`config.mk`:
```
export PLATFORM = sky130hd
export DESIGN_NAME = imem_loader_flat
export DESIGN_NICKNAME = d
export VERILOG_FILES = /design/src/rtl/imem_loader_pkg.sv /design/src/rtl/imem_loader_if.sv /design/src/rtl/byte_packer.sv /design/src/rtl/imem_loader.sv /design/src/flat_wrapper.sv
export SDC_FILE = /design/constraint.sdc
export NUM_CORES = 1
export LEC_CHECK = 0
export ABC_CLOCK_PERIOD_IN_PS = 4700
export BUFFER_PORTS_ARGS = -buffer_cell sky130_fd_sc_hd__buf_2
export CORE_MARGIN = 2
export CORE_UTILIZATION = 40
export DETAILED_ROUTE_END_ITERATION = 8
export SLEW_MARGIN = 30
export SYNTH_ARGS = -nofsm -noshare
export SYNTH_HDL_FRONTEND = slang
export SYNTH_SLANG_ARGS = --single-unit
```
`constraint.sdc`:
```
create_clock -name clk -period 4.7 [get_ports clk]
set_input_delay 0.94 -clock clk [delete_from_list [all_inputs] [get_ports clk]]
set_output_delay 0.94 -clock clk [all_outputs]
set_load 0.02 [all_outputs]
```
`src/rtl/imem_loader_pkg.sv`:
```
// Shared types and constants for the UART-to-IMEM frame loader.
// IMEM_LOADER_CHECKSUM_EN adds the trailing checksum state.
package imem_loader_pkg;

    localparam logic [7:0] MAGIC_DEF = 8'hA5;
    localparam int HDR_BYTES = 5;

    typedef enum logic [2:0] {
        S_IDLE,
        S_ADDR0,
        S_ADDR1,
        S_CNT0,
        S_CNT1,
        S_DATA,
        S_WRITE
`ifdef IMEM_LOADER_CHECKSUM_EN
        , S_CSUM
`endif
    } state_t;

endpackage

```
`src/rtl/imem_loader_if.sv`:
```
// Byte stream in, IMEM write port out.
// The loader sits on the slave side; the host/bench on the master side.
interface imem_loader_if #(
    parameter int ADDR_W = 14
);
    logic [7:0]        rx_data;
    logic              rx_valid;
    logic              rx_ready;
    logic [3:0]        imem_wea;
    logic [ADDR_W-1:0] imem_addra;
    logic [31:0]       imem_dina;

    modport master (
        output rx_data, rx_valid,
        input  rx_ready, imem_wea,
        input  imem_addra, imem_dina
    );

    modport slave (
        input  rx_data, rx_valid,
        output rx_ready, imem_wea,
        output imem_addra, imem_dina
    );
endinterface

```
`src/rtl/byte_packer.sv`:
```
// Assembles four bytes into a little-endian 32-bit word.
// last flags that the next shifted byte completes the word.
module byte_packer (
    input  logic        clk,
    input  logic        rst,
    input  logic        clear,
    input  logic        shift_en,
    input  logic [7:0]  din,
    output logic [31:0] word,
    output logic        last
);

    logic [1:0] cnt;

    always_ff @(posedge clk or negedge rst) begin
        if (!rst) begin
            word <= '0;
            cnt  <= '0;
        end else if (clear) begin
            word <= '0;
            cnt  <= '0;
        end else if (shift_en) begin
            word <= {din, word[31:8]};
            cnt  <= cnt + 2'd1;
        end
    end

    assign last = (cnt == 2'd3);

endmodule

```
`src/rtl/imem_loader.sv`:
```
// Frame loader: MAGIC, addr, count, data words -> IMEM writes.
// IMEM_LOADER_CHECKSUM_EN enables the trailing 8-bit sum byte.
module imem_loader
    import imem_loader_pkg::*;
#(
    parameter int         ADDR_W = 14,
    parameter logic [7:0] MAGIC  = MAGIC_DEF
) (
    input  logic clk,
    input  logic rst,
    input  logic abort,
    imem_loader_if.slave bus,
    output logic busy,
    output logic done,
    output logic error
);

    state_t            state;
    logic              ready_q;
    logic [3:0]        wea_q;
    logic [ADDR_W-1:0] addr;
    logic [15:0]       cnt;
    logic [7:0]        hdr_lo;
    logic [15:0]       hdr16;
    logic [31:0]       word;
    logic              acc;
    logic              shift_en;
    logic              pk_last;
`ifdef IMEM_LOADER_CHECKSUM_EN
    logic [7:0]        csum;
`endif

    assign acc      = bus.rx_valid & ready_q & ~abort;
    assign shift_en = acc & (state == S_DATA);
    assign hdr16    = {bus.rx_data, hdr_lo};

    byte_packer u_pack (
        .clk      (clk),
        .rst      (rst),
        .clear    (abort),
        .shift_en (shift_en),
        .din      (bus.rx_data),
        .word     (word),
        .last     (pk_last)
    );

    // abort also masks a write already on the port this cycle
    assign bus.rx_ready   = ready_q;
    assign bus.imem_wea   = abort ? 4'h0 : wea_q;
    assign bus.imem_addra = addr;
    assign bus.imem_dina  = word;

    always_ff @(posedge clk or negedge rst) begin
        if (!rst) begin
            state   <= S_IDLE;
            ready_q <= 1'b0;
            wea_q   <= '0;
            addr    <= '0;
            cnt     <= '0;
            hdr_lo  <= '0;
            busy    <= 1'b0;
            done    <= 1'b0;
            error   <= 1'b0;
`ifdef IMEM_LOADER_CHECKSUM_EN
            csum    <= '0;
`endif
        end else begin
            ready_q <= 1'b1;
            wea_q   <= '0;
            done    <= 1'b0;
            error   <= 1'b0;
            busy    <= 1'b1;
            if (abort) begin
                state <= S_IDLE;
                busy  <= 1'b0;
            end else begin
                unique case (state)
                    S_IDLE: begin
                        if (acc && bus.rx_data == MAGIC) begin
                            state <= S_ADDR0;
`ifdef IMEM_LOADER_CHECKSUM_EN
                            csum  <= '0;
`endif
                        end else begin
                            busy  <= 1'b0;
                            error <= acc;
                        end
                    end
                    S_ADDR0: if (acc) begin
                        hdr_lo <= bus.rx_data;
                        state  <= S_ADDR1;
                    end
                    S_ADDR1: if (acc) begin
                        addr  <= hdr16[ADDR_W-1:0];
                        state <= S_CNT0;
                    end
                    S_CNT0: if (acc) begin
                        hdr_lo <= bus.rx_data;
                        state  <= S_CNT1;
                    end
                    S_CNT1: if (acc) begin
                        cnt <= hdr16;
                        if (hdr16 != 16'd0) begin
                            state <= S_DATA;
                        end else begin
`ifdef IMEM_LOADER_CHECKSUM_EN
                            state <= S_CSUM;
`else
                            state <= S_IDLE;
                            busy  <= 1'b0;
                            done  <= 1'b1;
`endif
                        end
                    end
                    S_DATA: if (acc) begin
`ifdef IMEM_LOADER_CHECKSUM_EN
                        csum <= csum + bus.rx_data;
`endif
                        if (pk_last) begin
                            state   <= S_WRITE;
                            wea_q   <= 4'hF;
                            ready_q <= 1'b0;
                        end
                    end
                    S_WRITE: begin
                        addr <= addr + 1'b1;
                        cnt  <= cnt - 16'd1;
                        if (cnt != 16'd1) begin
                            state <= S_DATA;
                        end else begin
`ifdef IMEM_LOADER_CHECKSUM_EN
                            state <= S_CSUM;
`else
                            state <= S_IDLE;
                            busy  <= 1'b0;
                            done  <= 1'b1;
`endif
                        end
                    end
`ifdef IMEM_LOADER_CHECKSUM_EN
                    S_CSUM: if (acc) begin
                        state <= S_IDLE;
                        busy  <= 1'b0;
                        done  <= (bus.rx_data == csum);
                        error <= (bus.rx_data != csum);
                    end
`endif
                    default: begin
                        state <= S_IDLE;
                        busy  <= 1'b0;
                    end
                endcase
            end
        end
    end

endmodule

```
`src/flat_wrapper.sv`:
```
// flat-port wrapper written by rule: the top's interface ports become plain ports
module imem_loader_flat import imem_loader_pkg::*;
#(
    parameter int         ADDR_W = 14,
    parameter logic [7:0] MAGIC  = MAGIC_DEF
)
  (clk, rst, abort, busy, done, error, bus_rx_data, bus_rx_valid, bus_rx_ready, bus_imem_wea, bus_imem_addra, bus_imem_dina);
  imem_loader_if #(.ADDR_W(ADDR_W)) bus_i ();
  input  logic clk;
  input  logic rst;
  input  logic abort;
  output logic busy;
  output logic done;
  output logic error;
  input wire logic [$bits(bus_i.rx_data)-1:0] bus_rx_data;
  input wire logic [$bits(bus_i.rx_valid)-1:0] bus_rx_valid;
  output wire logic [$bits(bus_i.rx_ready)-1:0] bus_rx_ready;
  output wire logic [$bits(bus_i.imem_wea)-1:0] bus_imem_wea;
  output wire logic [$bits(bus_i.imem_addra)-1:0] bus_imem_addra;
  output wire logic [$bits(bus_i.imem_dina)-1:0] bus_imem_dina;
  assign bus_i.rx_data = bus_rx_data;
  assign bus_i.rx_valid = bus_rx_valid;
  assign bus_rx_ready = bus_i.rx_ready;
  assign bus_imem_wea = bus_i.imem_wea;
  assign bus_imem_addra = bus_i.imem_addra;
  assign bus_imem_dina = bus_i.imem_dina;
  imem_loader #(.ADDR_W(ADDR_W), .MAGIC(MAGIC)) u_core (.clk(clk), .rst(rst), .abort(abort), .bus(bus_i), .busy(busy), .done(done), .error(error));
endmodule
```
==> impl_metrics.yaml <==
run_status:
  outcome: "complete, no violations"
yosys:
  synth_async_sr_flop_share_pct: 100
  post_synth_num_cell_types: 55
  synthDominantAreaCellType: "dfrtp_1"
  synth_common_cells: "95 x nand2_1, 80 x dfrtp_1, 46 x o21ai_0, 28 x clkbuf_1, 22 x nor2_1"
  synth.net_count: 476
  ys_seq_area_share_pct: 48.3
  post_synth_edffs: 0
  ys_warn_count: 0
  synth_top_area_share_pct: 48.3
  top_post_synthesis_cells_by_area: "dfrtp_1 48%, nand2_1 8.6%, o21ai_0 5.6%, a2bb2oi_1 2.7%, clkbuf_1 2.5%"
  postSynth.topFlopCell: "dfrtp_1"
  post-synth-top-count-cell: "nand2_1"
  syn-mean-instance-area_sq_um: 9.01
  synth.ff_latch_count: 80
  mappedNetlistArea_sq_mm: 0.00415
  synthCells: 460
global_route:
  grt_max_degree: 81
  global_route_wire_length_before_repair_mm: 17.5
  gr-total-overflow: 0
  gr-usage-all-layers_pct: 19.9
  grt_antenna_before_repair: 0
  grt_pass1_vias: 3380
floorplan:
  num_rows: 37
  vertical_die_dimension_um: 106
  io-pin-count: 66
  dieArea_sq_mm: 0.0112
  effective_utilization_at_floorplan_pct: 40.7
  die_width_um: 106
  design.core.area_sq_mm: 0.0102
timing:
  max_freq_mhz: 412
  fin_setup_tns_ns: 0
  fin_crit_sh_pct: 51.6
  hold_violations: 0
  fin_worst_hold_slack_ns: 0.504
  worst_slew_pin_slew_ns: 0.828
  slew-limit-headroom_pct: 44.6
  shortest_clock_period_the_worst_path_allows_after_layout_ns: 2.43
  final-max-slew-violation-count: 0
  finClkSkew_ns: 0.00464
  setup_viol_count_final: 0
  fin_ws_ns: 2.27
  grt_setup_unrepaired: "no"
cts:
  clkSlewWorstSetupHoldPaths_ns: 0.09
  cts-htree-levels: 3
  clock_tree_from_tritoncts: "yes"
  ctsLongestPathBuffers: 2
  cts.sink_count: 80
  cts_hold_buffers: 0
  worst_skew_pair.late_latency_ns: 0.36
  cts_resized: 0
  tritoncts.num_buffers: 9
  cts_root_buf: "clkbuf_8"
  cts_post_setup_buffers_inserted: 0
route:
  top_routing_layer_used: "met4"
  avgRoutedWirePerCell_um: 16.4
  drt-total-wl_mm: 10.6
  route.met3.wl_um: 556
  route.antenna.remaining_nets: 0
  drc_errors: 0
  met1Wirelength_mm: 5.08
  vias: 3637
  firstDrtPassIters: 4
  met2_wirelength_mm: 4.78
  first_iter_violations: 238
  via_per_inst: 5.60
setup_path:
  reg2regPathDepth: 4
  crit_slowest_cell: "buf_2"
  cpMostUsedCell: "buf_2"
  crit_cells: 3
  startpoint: "abort"
  cp_num_buf_inv: 2
  timing.critical_path.cells: "buf_2, nor2b_1, buf_2"
  cp_data_arrival_time_ns: 1.49
  highest_cell_delay_on_the_worst_timing_path_ns: 0.20
  setup.worst_path.start_class: "input pin"
  endpoint_kind: "output pin"
  critPathKind: "in -> out"
  worst_ep_required_time_ns: 3.76
  timing.rr.start: "u_core.state[2]"
  cp_max_fo: 9
  critical_path.top_delay_family: "buffers and inverters"
hold_path:
  min_delay_path_depth: 2
  timing.hold.worst.class: "reg -> reg"
  hold_path.startpoint: "u_core.u_pack.word[9]"
place:
  place_inst: 633
  detailedPlacementHpwl_mm: 7.15
  placement.cell_area_sq_mm: 0.00458
  routabilityCongestion: 0.890
  place.port_buffers: 65
  dp_slack_ns: 2.01
cells_and_area:
  fillCellCount: 992
  antenna-diode-count: 0
  postLayoutCellArea_sq_mm: 0.00476
  final_cells: 649
  layout-drive-gt1-share_pct: 20.1
  final_net_count: 524
  syn2layout_area_growth_pct: 14.8
  fin_util_pct: 46.7
power_and_ir_drop:
  static-leakage-power_nw: 2.22
  vdd_ir_drop_max_v: 0.000112
  powerDensity_mw_per_mm2: 260
  report.power.total_mw: 1.24
run:
  drv_cap: 0
[metal layers]
metal  GRT usage, %  vias up
li1               -     1767
met1           27.4     1733
met2           30.6      123
met3           3.34       14
met4           9.30        0
met5              0        -
[placed cells by master, fill, tap and decap left out, types with 7 or more instances in the layout]
master,netlist,final
a21oi_1,20,20
mux2_2,7,7
o21ai_0,46,46
nor2_1,22,21
nand3_1,14,14
nand4_1,10,10
dfrtp_1,80,80
inv_1,7,7
nand2_1,95,95
clkbuf_8,0,9
a2bb2oi_1,13,13
o211ai_1,8,8
buf_2,2,64
[cells by family after synthesis]
logic type,Yosys count,synth area share [%]
buffers and inverters,42,4.32
and+or+nand+nor,197,23.6
AOI/OAI and AO/OA,125,19.5
DFF,80,48.3
muxes,12,3.11
adders and majority gates,4,1.21
[sequential cells by signal (all words and copies together) (netlist names)]
register               cells
u_core.bus.rx_ready        1
u_core.busy                1
u_core.bus.imem_addra     14
u_core.cnt                16
u_core.wea_q               1
u_core.error               1
u_core.state               3
u_core.done                1
u_core.u_pack.cnt          2
u_core.hdr_lo              8
u_core.u_pack.word        32
[area by class of cell]
cell class	count	area, sq um	area share (%)
Clock buffer	9	124	2.60
Clock inverter	7	56.3	1.18
Inverter	8	30.0	0.631
Multi-Input combinational cell	338	1970	41.5
Sequential cell	80	2000	42.1
Tap cell	136	170	3.58
Timing Repair Buffer	71	404	8.49
[path summary, 6_finish.rpt]
path / slack (ns) / end
min reg2reg: 0.50 / u_core.u_pack.word[1]
min: 0.50 / u_core.u_pack.word[1]
min in group asynchronous: 0.60 / u_core.u_pack.word[7]
max reg2reg: 2.56 / u_core.cnt[10]
max in group asynchronous: 3.60 / u_core.cnt[13]
max: 2.27 / bus_imem_wea[0]
[where the power goes]
group	switching, mW	total [mW]	internal (mW)
sequential	0.00613	0.698	0.692
clock	0.283	0.481	0.198
combinational	0.0406	0.0567	0.0161
total	0.329	1.24	0.906
[worst register-to-register path, stage by stage (launching register included)]
cell and delay [ns]:
dfrtp_1 0.55, or3b_1 0.48, nor2_1 0.68, and3_1 0.27
a211o_1 0.10
No activity file was read; power rests on OpenSTA's default activity.
